File: config.mk
export PLATFORM = sky130hd
export DESIGN_NAME = pci_master32_arb_flat
export DESIGN_NICKNAME = d
export VERILOG_FILES = /design/src/rtl/pci_master32_arb_if.sv /design/src/rtl/pci_master32_arb.sv /design/src/flat_wrapper.sv
export SDC_FILE = /design/constraint.sdc
export NUM_CORES = 1
export LEC_CHECK = 0
export CAP_MARGIN = 0
export CORE_AREA = 2 2 106 108
export CTS_BUF_LIST = sky130_fd_sc_hd__clkbuf_16
export DETAILED_ROUTE_END_ITERATION = 8
export DIE_AREA = 0 0 108 110
export GPL_ROUTABILITY_DRIVEN = 0
export HOLD_SLACK_MARGIN = 0.1
export PLACE_DENSITY_LB_ADDON = 0.08
export SYNTH_ARGS = -nofsm -noshare
export SYNTH_HDL_FRONTEND = slang
export SYNTH_SLANG_ARGS = --single-unit
File: constraint.sdc
create_clock -name clk_in -period 4.03 [get_ports clk_in]
set_input_delay 1.0075 -clock clk_in [delete_from_list [all_inputs] [get_ports clk_in]]
set_output_delay 1.0075 -clock clk_in [all_outputs]
set_load 0.05 [all_outputs]
File: src/rtl/pci_master32_arb_if.sv
// Bundle of the W/R channel ports and the PCI master backend port for pci_master32_arb.
// The master modport is the arbiter's view; slave is the channel/master environment's view.
interface pci_master32_arb_if;
    // W (posted-write) channel
    logic        w_req_i;
    logic        w_rdy_i;
    logic        w_last_i;
    logic [31:0] w_address_i;
    logic [3:0]  w_bc_i;
    logic [3:0]  w_be_i;
    logic [31:0] w_data_i;
    logic        w_gnt_o;
    logic [3:0]  w_status_o;
    // R (delayed-read) channel
    logic        r_req_i;
    logic        r_rdy_i;
    logic        r_last_i;
    logic [31:0] r_address_i;
    logic [3:0]  r_bc_i;
    logic [3:0]  r_be_i;
    logic [31:0] r_data_o;
    logic        r_gnt_o;
    logic [3:0]  r_status_o;
    // PCI master backend
    logic        req_o;
    logic        rdy_o;
    logic        last_o;
    logic [31:0] address_o;
    logic [3:0]  bc_o;
    logic [3:0]  be_o;
    logic [31:0] data_o;
    logic [3:0]  status_i;
    logic [31:0] data_i;

    modport master (
        input  w_req_i, w_rdy_i, w_last_i, w_address_i, w_bc_i, w_be_i, w_data_i,
        output w_gnt_o, w_status_o,
        input  r_req_i, r_rdy_i, r_last_i, r_address_i, r_bc_i, r_be_i,
        output r_data_o, r_gnt_o, r_status_o,
        output req_o, rdy_o, last_o, address_o, bc_o, be_o, data_o,
        input  status_i, data_i
    );

    modport slave (
        output w_req_i, w_rdy_i, w_last_i, w_address_i, w_bc_i, w_be_i, w_data_i,
        input  w_gnt_o, w_status_o,
        output r_req_i, r_rdy_i, r_last_i, r_address_i, r_bc_i, r_be_i,
        input  r_data_o, r_gnt_o, r_status_o,
        input  req_o, rdy_o, last_o, address_o, bc_o, be_o, data_o,
        output status_i, data_i
    );
endinterface

File: src/rtl/pci_master32_arb.sv
// Round-robin arbiter sharing the PCI master backend between a posted-write (W) and a
// delayed-read (R) channel, with a per-channel holdoff after RETRY/DISCONNECT_WO_DATA.
module pci_master32_arb #(
    parameter logic [7:0] RETRY_HOLDOFF = 8'd8
) (
    input  logic                  clk_in,
    input  logic                  reset_in,
    pci_master32_arb_if.master    bus
);
    localparam logic [3:0] ST_WAIT       = 4'd0;
    localparam logic [3:0] ST_TRANSFERED = 4'd1;
    localparam logic [3:0] ST_DISC_WO_D  = 4'd2;
    localparam logic [3:0] ST_DISC_W_D   = 4'd3;
    localparam logic [3:0] ST_TABORT     = 4'd4;
    localparam logic [3:0] ST_MABORT     = 4'd5;
    localparam logic [3:0] ST_RETRY      = 4'd6;

    typedef enum logic [1:0] {
        S_IDLE,
        S_GNT_W,
        S_GNT_R,
        S_RELEASE
    } state_t;

    state_t     r_state;
    state_t     w_next;
    logic       r_served_r;     // 1: R was served last, so W wins the next tie
    logic [7:0] r_hold_w;
    logic [7:0] r_hold_r;

    logic w_elig_w;
    logic w_elig_r;
    logic w_backoff;
    logic w_abort;
    logic w_term_w;
    logic w_term_r;

    always_comb begin
        w_elig_w  = bus.w_req_i && (r_hold_w == '0);
        w_elig_r  = bus.r_req_i && (r_hold_r == '0);
        w_backoff = (bus.status_i == ST_RETRY) || (bus.status_i == ST_DISC_WO_D);
        w_abort   = w_backoff || (bus.status_i == ST_TABORT) || (bus.status_i == ST_MABORT);
        // DISCONNECT_W_DATA ends the grant whether or not it was the last beat
        w_term_w  = w_abort || (bus.status_i == ST_DISC_W_D) || !bus.w_req_i ||
                    ((bus.status_i == ST_TRANSFERED) && bus.w_last_i && bus.w_rdy_i);
        w_term_r  = w_abort || (bus.status_i == ST_DISC_W_D) || !bus.r_req_i ||
                    ((bus.status_i == ST_TRANSFERED) && bus.r_last_i && bus.r_rdy_i);
    end

    always_comb begin
        w_next = r_state;
        case (r_state)
            S_IDLE: begin
                if (w_elig_w && (!w_elig_r || r_served_r)) begin
                    w_next = S_GNT_W;
                end else if (w_elig_r) begin
                    w_next = S_GNT_R;
                end
            end
            S_GNT_W:   if (w_term_w) w_next = S_RELEASE;
            S_GNT_R:   if (w_term_r) w_next = S_RELEASE;
            S_RELEASE: w_next = S_IDLE;
            default:   w_next = S_IDLE;
        endcase
    end

    always_ff @(posedge clk_in or negedge reset_in) begin
        if (!reset_in) begin
            r_state    <= S_IDLE;
            r_served_r <= 1'b1;
        end else begin
            r_state <= w_next;
            if (r_state == S_GNT_W && w_next != S_GNT_W) begin
                r_served_r <= 1'b0;
            end else if (r_state == S_GNT_R && w_next != S_GNT_R) begin
                r_served_r <= 1'b1;
            end
        end
    end

    always_ff @(posedge clk_in or negedge reset_in) begin
        if (!reset_in) begin
            r_hold_w <= '0;
            r_hold_r <= '0;
        end else begin
            if (r_state == S_GNT_W && w_backoff) begin
                r_hold_w <= RETRY_HOLDOFF;
            end else if (r_hold_w != '0) begin
                r_hold_w <= r_hold_w - 8'd1;
            end
            if (r_state == S_GNT_R && w_backoff) begin
                r_hold_r <= RETRY_HOLDOFF;
            end else if (r_hold_r != '0) begin
                r_hold_r <= r_hold_r - 8'd1;
            end
        end
    end

    always_comb begin
        bus.w_gnt_o    = (r_state == S_GNT_W);
        bus.r_gnt_o    = (r_state == S_GNT_R);
        bus.r_data_o   = bus.data_i;
        bus.req_o      = 1'b0;
        bus.rdy_o      = 1'b0;
        bus.last_o     = 1'b0;
        bus.address_o  = '0;
        bus.bc_o       = '0;
        bus.be_o       = '0;
        bus.data_o     = '0;
        bus.w_status_o = ST_WAIT;
        bus.r_status_o = ST_WAIT;
        case (r_state)
            S_GNT_W: begin
                bus.req_o      = bus.w_req_i;
                bus.rdy_o      = bus.w_rdy_i;
                bus.last_o     = bus.w_last_i;
                bus.address_o  = bus.w_address_i;
                bus.bc_o       = bus.w_bc_i;
                bus.be_o       = bus.w_be_i;
                bus.data_o     = bus.w_data_i;
                bus.w_status_o = bus.status_i;
            end
            S_GNT_R: begin
                bus.req_o      = bus.r_req_i;
                bus.rdy_o      = bus.r_rdy_i;
                bus.last_o     = bus.r_last_i;
                bus.address_o  = bus.r_address_i;
                bus.bc_o       = bus.r_bc_i;
                bus.be_o       = bus.r_be_i;
                bus.r_status_o = bus.status_i;
            end
            default: ;
        endcase
    end
endmodule

File: src/flat_wrapper.sv
// flat-port wrapper written by rule: the top's interface ports become plain ports
module pci_master32_arb_flat 
#(
    parameter logic [7:0] RETRY_HOLDOFF = 8'd8
)
  (clk_in, reset_in, bus_w_req_i, bus_w_rdy_i, bus_w_last_i, bus_w_address_i, bus_w_bc_i, bus_w_be_i, bus_w_data_i, bus_w_gnt_o, bus_w_status_o, bus_r_req_i, bus_r_rdy_i, bus_r_last_i, bus_r_address_i, bus_r_bc_i, bus_r_be_i, bus_r_data_o, bus_r_gnt_o, bus_r_status_o, bus_req_o, bus_rdy_o, bus_last_o, bus_address_o, bus_bc_o, bus_be_o, bus_data_o, bus_status_i, bus_data_i);
  pci_master32_arb_if bus_i ();
  input  logic clk_in;
  input  logic reset_in;
  input wire logic [$bits(bus_i.w_req_i)-1:0] bus_w_req_i;
  input wire logic [$bits(bus_i.w_rdy_i)-1:0] bus_w_rdy_i;
  input wire logic [$bits(bus_i.w_last_i)-1:0] bus_w_last_i;
  input wire logic [$bits(bus_i.w_address_i)-1:0] bus_w_address_i;
  input wire logic [$bits(bus_i.w_bc_i)-1:0] bus_w_bc_i;
  input wire logic [$bits(bus_i.w_be_i)-1:0] bus_w_be_i;
  input wire logic [$bits(bus_i.w_data_i)-1:0] bus_w_data_i;
  output wire logic [$bits(bus_i.w_gnt_o)-1:0] bus_w_gnt_o;
  output wire logic [$bits(bus_i.w_status_o)-1:0] bus_w_status_o;
  input wire logic [$bits(bus_i.r_req_i)-1:0] bus_r_req_i;
  input wire logic [$bits(bus_i.r_rdy_i)-1:0] bus_r_rdy_i;
  input wire logic [$bits(bus_i.r_last_i)-1:0] bus_r_last_i;
  input wire logic [$bits(bus_i.r_address_i)-1:0] bus_r_address_i;
  input wire logic [$bits(bus_i.r_bc_i)-1:0] bus_r_bc_i;
  input wire logic [$bits(bus_i.r_be_i)-1:0] bus_r_be_i;
  output wire logic [$bits(bus_i.r_data_o)-1:0] bus_r_data_o;
  output wire logic [$bits(bus_i.r_gnt_o)-1:0] bus_r_gnt_o;
  output wire logic [$bits(bus_i.r_status_o)-1:0] bus_r_status_o;
  output wire logic [$bits(bus_i.req_o)-1:0] bus_req_o;
  output wire logic [$bits(bus_i.rdy_o)-1:0] bus_rdy_o;
  output wire logic [$bits(bus_i.last_o)-1:0] bus_last_o;
  output wire logic [$bits(bus_i.address_o)-1:0] bus_address_o;
  output wire logic [$bits(bus_i.bc_o)-1:0] bus_bc_o;
  output wire logic [$bits(bus_i.be_o)-1:0] bus_be_o;
  output wire logic [$bits(bus_i.data_o)-1:0] bus_data_o;
  input wire logic [$bits(bus_i.status_i)-1:0] bus_status_i;
  input wire logic [$bits(bus_i.data_i)-1:0] bus_data_i;
  assign bus_i.w_req_i = bus_w_req_i;
  assign bus_i.w_rdy_i = bus_w_rdy_i;
  assign bus_i.w_last_i = bus_w_last_i;
  assign bus_i.w_address_i = bus_w_address_i;
  assign bus_i.w_bc_i = bus_w_bc_i;
  assign bus_i.w_be_i = bus_w_be_i;
  assign bus_i.w_data_i = bus_w_data_i;
  assign bus_w_gnt_o = bus_i.w_gnt_o;
  assign bus_w_status_o = bus_i.w_status_o;
  assign bus_i.r_req_i = bus_r_req_i;
  assign bus_i.r_rdy_i = bus_r_rdy_i;
  assign bus_i.r_last_i = bus_r_last_i;
  assign bus_i.r_address_i = bus_r_address_i;
  assign bus_i.r_bc_i = bus_r_bc_i;
  assign bus_i.r_be_i = bus_r_be_i;
  assign bus_r_data_o = bus_i.r_data_o;
  assign bus_r_gnt_o = bus_i.r_gnt_o;
  assign bus_r_status_o = bus_i.r_status_o;
  assign bus_req_o = bus_i.req_o;
  assign bus_rdy_o = bus_i.rdy_o;
  assign bus_last_o = bus_i.last_o;
  assign bus_address_o = bus_i.address_o;
  assign bus_bc_o = bus_i.bc_o;
  assign bus_be_o = bus_i.be_o;
  assign bus_data_o = bus_i.data_o;
  assign bus_i.status_i = bus_status_i;
  assign bus_i.data_i = bus_data_i;
  pci_master32_arb #(.RETRY_HOLDOFF(RETRY_HOLDOFF)) u_core (.clk_in(clk_in), .reset_in(reset_in), .bus(bus_i));
endmodule
Word-level counts from Yosys, hierarchy flattened
Index checks and enable logic that the tools add are counted.
{"block": "word_totals", "ff_bits": 19, "in_bits": 156, "output_inout_bits": 117}
{"block": "classes", "addsub": 2, "n_eq_ne": 11, "n_mux": 20, "reduce_logical": 31}
{"op": "$pmux W32 S2", "count": 1}
{"op": "$mux W32", "count": 1}
{"op": "$mux W8", "count": 4}
{"op": "$logic_not A8 Y1", "count": 2}
{"op": "$pmux W4 S2", "count": 2}
{"op": "$reduce_bool A8 Y1", "count": 2}
{"op": "$sub A8 B1 Y8 const B", "count": 2}
{"op": "$eq A4 B3 Y1 const B", "count": 3}
{"op": "$logic_and A1 B1 Y1", "count": 11}
{"op": "$logic_or A1 B1 Y1", "count": 9}
{"op": "$eq A4 B2 Y1 const B", "count": 2}
{"op": "$mux W2", "count": 4}
{"op": "$mux W4", "count": 2}
{"op": "$pmux W2 S4", "count": 1}
{"op": "$pmux W1 S2", "count": 3}
{"op": "$reduce_bool A2 Y1", "count": 3}
{"op": "$eq A2 B2 Y1 const B", "count": 2}
{"op": "$eq A4 B1 Y1 const B", "count": 1}
{"op": "$logic_not A1 Y1", "count": 3}
{"op": "$eq A2 B1 Y1 const B", "count": 1}
{"op": "$logic_not A2 Y1", "count": 1}
{"op": "$mux W1", "count": 2}
{"op": "$ne A2 B1 Y1 const B", "count": 1}
{"op": "$ne A2 B2 Y1 const B", "count": 1}

Depth between registers and ports, before layout
Gate-level depths: netlist of the first run.
{"block": "logic_depth", "depth_word": 13, "mapped_depth": 9, "depth_no_buf": 7}

Worst setup path after synthesis of the first run
No wires, ideal clock.
{"block": "synth_timing", "path_kind": "reg-to-output", "start": "reg u_core.r_state[0]", "end": "out bus_address_o[27]", "arrival_time_ps": 2499, "required_time_ps": 3023, "slack_ps": 523, "stages_incl_launch_ff": 8, "n_path_buf": 3, "path_cell_list": "dfrtp_1 inv_1 ha_1 clkbuf_1 clkbuf_1 buf_2 a22oi_1 nor2b_1"}
{"block": "synth_via", "elab_chain_cells": 2}
{"item": "start: declaration", "line": "pci_master32_arb.sv:25", "source": "state_t r_state;"}
{"item": "start signal: assignment", "line": "pci_master32_arb.sv:72", "source": "r_state <= w_next;"}
{"item": "$eq A2 B2 Y1"}
{"item": "named net bus_r_gnt_o", "line": "flat_wrapper.sv:26", "source": "output wire logic [$bits(bus_i.r_gnt_o)-1:0] bus_r_gnt_o;"}
{"item": "$pmux W32 S2", "line": "pci_master32_arb.sv:112", "source": "case (r_state)"}
{"item": "end: declaration", "line": "flat_wrapper.sv:31", "source": "output wire logic [$bits(bus_i.address_o)-1:0] bus_address_o;"}
The timed path passes the listed nets, and every way through them passes these cells.

Worst setup path in the final report of the first run
{"block": "layout_timing", "start": "reg u_core.r_state[0]", "end": "out bus_address_o[30]"}
{"block": "layout_via", "elab_chain_cells": 2}
{"item": "$eq A2 B2 Y1 or $eq A2 B1 Y1 (tied branches)", "line": "pci_master32_arb.sv:112"}
{"item": "$pmux W32 S2 *", "line": "pci_master32_arb.sv:112"}
Every way passes the cells marked *; elsewhere a longest branch is shown, timed or not.

==> results of run 1 <==
[cells in the mapped netlist (2+ instances only)]
cell type  number  area [sq um]
buf_2           2         10.01
nand3_1         5         25.02
nand4b_1        2         17.52
nand2_1         9         33.78
xnor2_1         6         52.55
nand2b_1        3         18.77
nor4_4          2         42.54
a22oi_1        44         330.3
a31oi_1         3         18.77
a211o_1         2         17.52
a41o_1          2         20.02
nor2_1         19         71.32
a211oi_1        2         15.01
clkbuf_1       20         75.07
nor2b_1        43         269.0
buf_4          32         240.2
nor4_1          2         12.51
nand4_1         2         12.51
nor3_1          2         10.01
ha_1            7         87.58
a21oi_1         4         20.02
and2_1         42         262.8
dfrtp_1        18         450.4
xor2_1          4         35.03
mux2i_1         2         20.02
inv_1          10         37.54
[final cells by class]
cell class / count / area, sq um / area share (%)
Multi-Input combinational cell: 220 / 1514 / 34.17
Tap cell: 140 / 175.2 / 3.954
Clock inverter: 1 / 5.005 / 0.1130
Inverter: 10 / 37.54 / 0.8472
Timing Repair Buffer: 215 / 2147 / 48.46
Sequential cell: 19 / 476.7 / 10.76
Clock buffer: 3 / 75.07 / 1.694
[layout by cell type (no fill, tap or decap), types with 4 or more instances in the layout]
cell and instances:
a21oi_1 4, nand2_1 9, a22oi_1 44, xnor2_1 6, xor2_1 4, nand3_1 5, clkdlybuf4s50_1 203, dfrtp_1 18
inv_1 10, buf_4 10, ha_1 5, nor2b_1 43, nor2_1 19, and2_1 42
[state kept, by name, indices dropped and copies added, names as in the netlist]
signal,flops
u_core.r_hold_r,8
u_core.r_hold_w,8
u_core.r_state,2
u_core.r_served_r,1
[how the worst min path moves through the flow]
stage / startpoint / endpoint / depth (start not counted)
after floorplan: u_core.r_served_r$_DFFE_PN1P_ / u_core.r_served_r$_DFFE_PN1P_ / 2
after global placement: u_core.r_served_r$_DFFE_PN1P_ / u_core.r_served_r$_DFFE_PN1P_ / 2
after detailed placement: u_core.r_served_r$_DFFE_PN1P_ / u_core.r_served_r$_DFFE_PN1P_ / 2
after CTS: u_core.r_served_r$_DFFE_PN1P_ / u_core.r_served_r$_DFFE_PN1P_ / 2
after global routing: u_core.r_served_r$_DFFE_PN1P_ / u_core.r_served_r$_DFFE_PN1P_ / 2
final: u_core.r_served_r$_DFFE_PN1P_ / u_core.r_served_r$_DFFE_PN1P_ / 2
[power by group]
part / switching (mW) / internal (mW)
Sequential: 0.117 / 0.295
Clock: 0.0714 / 0.133
Combinational: 1.86 / 1.14
[critical path, stage by stage (launching register included)]
cell	delay [ns]
dfrtp_1	0.41
inv_1	0.13
ha_2	0.42
buf_12	0.26
a22oi_1	0.15
nor2b_1	0.14
clkdlybuf4s50_1	0.81
[logic make-up (layout without fill, tap and decap cells)]
logic type / after synthesis / after routing
AND/OR/NAND/NOR: 137 / 137
AO/OA/AOI/OAI: 64 / 64
buffers and inverters: 64 / 229
flip-flops: 19 / 19
XOR/XNOR: 10 / 10
adder cells (fa/ha/maj): 7 / 7
multiplexers: 2 / 2
[layer usage]
metal	GRT usage, %	share of wire [%]	vias to the layer above
met4	2.198	0.78	0
met1	18.71	39	1257
met3	4.879	9.7	8
met2	28.12	51	108
met5	0	0	-
li1	-	-	1345
[metrics by stage]
stage / setup WS, ns / instances / util [%] / total power, mW / instance area [sq um]
after floorplan: 0.5232 / 303 / - / 2.526 / 2349
after global placement: 0.4809 / 604 / 40.67 / 3.425 / 4350
after detailed placement: 0.4628 / 604 / 40.67 / 3.434 / 4350
after CTS: 0.4081 / 608 / 41.42 / 3.650 / 4431
after global routing: 0.2866 / 608 / 41.42 / 3.844 / 4431
final: 0.4568 / 608 / 41.42 / 3.614 / 4431
==> summary.md, run 1 <==
| Metric | Value |
|---|---|
| Initial Util | roughly 22% |
| DR vias/cell | ~4.5 |
| Crit path time final | between 3 and 4 ns |
| Share of post-route cells with drive strength above 1 | 5.556% |
| Crit path max fanout | 40 |
| Core box area | 10700 sq um |
| Crit path launch type | flip-flop |
| Compound-cell area share of the yosys netlist | about a fifth |
| Largest family of logic cells by synthesized area | simple AND/OR/NAND/NOR gates |
| Setup Crit Path Kind | flip-flop to primary output |
| Initial antenna violation count | 0 |
| Synth Register Bits | 19 |
| Synth Area in Adders | approximately 3.7% |
| Clock root buffer | clkbuf_16 |
| Final Cycle Share | ~90% |
| Fin Clk Skew | approximately 0.0042 ns |
| Clock transition at path regs | ~0.060 ns |
| First-pass GRT wire length | roughly 14000 microns |
| Avg WL per Cell | roughly 17 microns |
| CTS buffer count | 3 |
| Hold_ws | around 0.52 ns |
| Post-Synth Simple-Gate Area | 35.06% |
| Ant. Diodes | 0 |
| Grt ovf | 0 |
| Clk buf depth | 2 |
| Number of remaining DRC errors | 0 |
| Detailed Route WL | slightly above 10000 microns |
| Post-synthesis sequential area ratio | between 20 and 25% |
| Resized cells post-CTS | 0 |
| Worst-Margin Slew | between 0.8 and 0.9 ns |
| Crit path from | u_core.r_state[0]$_DFF_PN0_ |
| Final Max Slew Viols | 0 |
| H-tree depth | 1 |
| Multiplexer share of the synthesized area | less than 1% |
| Peak VDD IR | around 0.00036 V |
| Dpl hpwl | between 8000 and 9000 microns |
| Cells after Synth | just over 300 |
| Gr usage total | ~16% |
| EDFF count, synth | 0 |
| Largest net degree at the start of global routing | 64 |
| Vias post-DR | about 2700 |
| Setup TNS | 0 ns |
| RSZ-0062 raised after global routing | false |
| Ys flop type | dfrtp_1 |
| Post-DRT Antenna Nets | 0 |
| CTS tree | done |
| Leak | approximately 1.6 nW |
| Syn_area_per_cell | around 7.8 sq um |
| Crit path capture | bus_address_o[30] |
| Syn nets | around 470 |
| Count of TritonRoute iterations in the first routing pass | 4 |
| Xor/xnor cell area share of the yosys netlist | under 10% |
| Clock sinks | 19 |
| Endpoint type of the worst setup path | primary output |
| Die Span Y | between 100 and 150 microns |
| # setup viols final | 0 |
| Synth warn | 0 |
| Clock latency on the worst-skew pair | between 0.2 and 0.3 ns |
| Hold_buf cts | 0 |
| Asr flop ratio synth | between 90% and 100% |
| Io pins | roughly 270 |
| # Post-CTS Setup Buffers | 0 |
| Area Overhead vs Synth | 88.65% |
| IO buf count | between 200 and 250 |
| Hold violation count in the final report | 0 |
| Yosys cell types | 40 |
| Status | complete, no violations |
| Die Wd | around 110 microns |
| FF-to-FF Start | u_core.r_hold_r[0]$_DFFE_PN0P_ |
| Synthesized cell area | between 2000 and 2500 sq um |
| Die area | about 12000 sq um |
| R2r endpoint | u_core.r_served_r$_DFFE_PN1P_ |
| Max-slew headroom at the worst pin | ~40% |
| Maxcap violations | 0 |
| Worst min-delay path class | flip-flop to flip-flop |
| Fmax | around 280 MHz |
| CP required | about 3.0 ns |
| NumNets Final | around 630 |
| # rows | 38 |
| PwrDens | between 800 and 900 nW/um^2 |
| Worst R2R Path Depth | 7 |
| R2r setup slk | 1.91 ns |
| Initial DRC count | ~150 |
| CP arrival | 2.57 ns |
| Vias in the first global route | around 2600 |
| Fillers | around 1100 |
Note: power is estimated with default switching activity, not from simulation.
==> inputs of run 2 (changes only) <==
--- a/config.mk
+++ b/config.mk
@@ -5,11 +5,14 @@
 export SDC_FILE = /design/constraint.sdc
 export NUM_CORES = 1
 export LEC_CHECK = 0
+export ABC_AREA = 1
+export ABC_CLOCK_PERIOD_IN_PS = 4030
 export CAP_MARGIN = 0
-export CORE_AREA = 2 2 106 108
+export CORE_AREA = 2 2 107 109
 export CTS_BUF_LIST = sky130_fd_sc_hd__clkbuf_16
+export CTS_CLUSTER_DIAMETER = 60
 export DETAILED_ROUTE_END_ITERATION = 8
-export DIE_AREA = 0 0 108 110
+export DIE_AREA = 0 0 109 111
 export GPL_ROUTABILITY_DRIVEN = 0
 export HOLD_SLACK_MARGIN = 0.1
 export PLACE_DENSITY_LB_ADDON = 0.08
==> run 2 against run 1 <==
  * First-iteration DRC count decreased by 0.65%
  * Sequential power is 12% lower
  * Maximum frequency is 0.85% lower
  * Register-to-register slack improved by 0.11 ns
  * Routed wire length increased by 3.5%
  * Flip-flop and latch count is the same
  * Final cell count rose by 21%
  * Via count rose by 12%
  * Clock skew is essentially flat
  * Die area increased by 1.8%
  * Critical path type is now input port to primary output
  * Largest power group unchanged
==> summary.md, run 2 <==
| Metric | Value |
|---|---|
| # setup viols final | 0 |
| Crit path launch type | input port |
| Setup Crit Path Kind | input port to primary output |
| CP delay by family, top | buffers and inverters |
| Largest regs | u_core.r_hold_r: 8 flops, u_core.r_hold_w: 8 flops, u_core.r_state: 2 flops |
| Final Cycle Share | between 80% and 90% |
| CP dominant cell by count | clkdlybuf4s50_1 |
| First-pass GRT wire length | 15730 microns |
| Leading post-synthesis cells by cell area | nand2_1, dfrtp_1, inv_1 |
| Design area | around 4400 sq um |
| Worst min-delay path class | flip-flop to flip-flop |
| Worst R2R Path Depth | 12 |
| Max-slew headroom at the worst pin | about two fifths |
| Area Overhead vs Synth | 83.01% |
| Slowest cell delay on critical path | approximately 0.8 ns |
| Die area | ~12000 sq um |
| Count of TritonRoute iterations in the first routing pass | 4 |
| Grt ovf | 0 |
| Power, Total | roughly 3.7 mW |
| Most frequent cells in the layout | clkdlybuf4s50_1, nand2_1, inv_1, a21oi_1, buf_4 |
| EDFF count, synth | 0 |
| Leak | 2.162 nW |
| Synth warn | 0 |
| Initial Util | between 20 and 25% |
| Final Max Slew Viols | 0 |
| FF-to-FF Start | u_core.r_state[1]$_DFF_PN0_ |
| Post-synthesis sequential area ratio | 19.85% |
| Top cell types by occurrence after synthesis | nand2_1, inv_1, a21oi_1 |
| CP required | ~3.0 ns |
| Syn_area_per_cell | 5.703 sq um |
| Clock share of power | 5.5% |
| Clock transition at path regs | 0.05 ns |
| Crit path from | bus_status_i[1] |
| Setup TNS | 0 ns |
| Sequential power share | roughly 9.8% |
| Synth Register Bits | 19 |
| Gr usage total | 16.79% |
| CP max stage cell | clkdlybuf4s50_1 |
| Maxcap violations | 0 |
| Logic pwr share | between 80 and 90% |
| Worst-Margin Slew | ~0.9 ns |
| Post-DRT Antenna Nets | 0 |
| Non-filler cells, final | around 740 |
| Dpl cells | 727 |
| Synthesized cell area | 2401 sq um |
| Synth area leader | nand2_1 |
| Peak VDD IR | 0.0004577 V |
| Vias post-DR | 3041 |
| Crit path time final | 3.604 ns |
| Avg WL per Cell | 14.21 microns |
| Fillers | 1186 |
| H-tree depth | 1 |
| Cells after Synth | 421 |
| Hold violation count in the final report | 0 |
| RSZ-0062 raised after global routing | false |
| Endpoint type of the worst setup path | primary output |
| Area share of the largest cell type after synthesis | 24.70% |
| CTS buffer count | 3 |
| Core box area | between 10000 and 15000 sq um |
| Ys flop type | dfrtp_1 |
| Die Span Y | between 100 and 150 microns |
| Dpl hpwl | just under 9000 microns |
| Hold wc startpoint | u_core.r_served_r$_DFFE_PN1P_ |
| Pre-CTS worst setup slack | 0.4339 ns |
| Yosys cell types | 33 |
| Top-count cell post-synth | nand2_1 |
| Sw frac | 62.80% |
| Share of post-route cells with drive strength above 1 | about an eighth |
| Initial DRC count | around 150 |
| Clock root buffer | clkbuf_16 |
| R2r endpoint | u_core.r_hold_w[4]$_DFFE_PN0P_ |
| IO buf count | ~210 |
| Io pins | approximately 270 |
| # rows | 39 |
| Hold_ws | 0.4776 ns |
| CTS tree | done |
| Net Switching | ~2.3 mW |
| Number of remaining DRC errors | 0 |
| Vias in the first global route | slightly above 3000 |
| PwrDens | between 800 and 900 nW/um^2 |
| Placement Cell Area | about 4300 sq um |
| CP arrival | 2.60 ns |
| R2r setup slk | a little over 2 ns |
| Final setup margin | ~0.43 ns |
| Fin Clk Skew | approximately 0.004 ns |
| DR vias/cell | slightly above 4 |
| Clock sinks | 19 |
| Worst-path cell chain | clkdlybuf4s50_1 > nand2_1 > inv_1 > clkdlybuf4s50_1 |
| Syn nets | 584 |
| Status | complete, no violations |
| CP Buf/Inv Count | 3 |
| WP depth | 4 |
| Internal | around 1.4 mW |
| Clk buf depth | 2 |
| # Post-CTS Setup Buffers | 0 |
| Initial antenna violation count | 4 |
| Detailed Route WL | between 10000 and 15000 microns |
| Crit path capture | bus_r_status_o[1] |
| Commonest non-fill, non-tap cell in the layout | clkdlybuf4s50_1 |
| Asr flop ratio synth | 100.0% |
| Clock latency on the worst-skew pair | 0.25 ns |
| Resized cells post-CTS | 0 |
| Die Wd | 109 microns |
| Fmax | roughly 280 MHz |
| Hold_buf cts | 0 |
| Final core occ | between 30% and 40% |
| Largest net degree at the start of global routing | about 50 |
| NumNets Final | 752 |
| Crit path max fanout | 6 |
[run 2: worst min-delay path, cell delays in order (launching register included)]
cell and delay (ns):
dfstp_2 0.36, inv_1 0.06, a21oi_1 0.06
[run 2: routing by layer]
| metal | part of all wire, % | track usage (%) |
|---|---|---|
| met5 | 0 | 0 |
| met4 | 3.1 | 5.214 |
| met3 | 11 | 6.232 |
| met2 | 49 | 30.10 |
| met1 | 37 | 17.90 |
[run 2: area by class of cell]
cell class / instances / area, sq um / area share, %
Tap cell: 143 / 178.9 / 4.072
Sequential cell: 19 / 476.7 / 10.85
Multi-Input combinational cell: 277 / 1331 / 30.30
Timing Repair Buffer: 213 / 2034 / 46.30
Clock inverter: 1 / 3.754 / 0.08542
Antenna cell: 4 / 10.01 / 0.2278
Clock buffer: 3 / 75.07 / 1.708
Inverter: 75 / 284.0 / 6.464
[run 2: worst min-delay path by stage]
stage	end	slack, ns	cells after the start
after floorplan	u_core.r_served_r$_DFFE_PN1P_	0.46	2
after global routing	u_core.r_served_r$_DFFE_PN1P_	0.50	2
after detailed placement	u_core.r_served_r$_DFFE_PN1P_	0.47	2
after global placement	u_core.r_served_r$_DFFE_PN1P_	0.47	2
final	u_core.r_served_r$_DFFE_PN1P_	0.48	2
after CTS	u_core.r_served_r$_DFFE_PN1P_	0.48	2
[run 2: power groups by stage]
stage / registers (mW) / logic [mW] / clock network (mW)
after floorplan: 0.350 / 2.24 / 0
after global placement: 0.365 / 3.17 / 0
after detailed placement: 0.364 / 3.18 / 0
after CTS: 0.362 / 3.18 / 0.212
after global routing: 0.378 / 3.38 / 0.221
final: 0.363 / 3.14 / 0.204
[run 2: cell families after synthesis]
logic type,synth area share (%)
buffers and inverters,24.80
xor gates and xnor gates,1.824
and+or+nand+nor,37.68
AOI/OAI and AO/OA,12.19
adders and majority gates,3.648
DFF,19.85
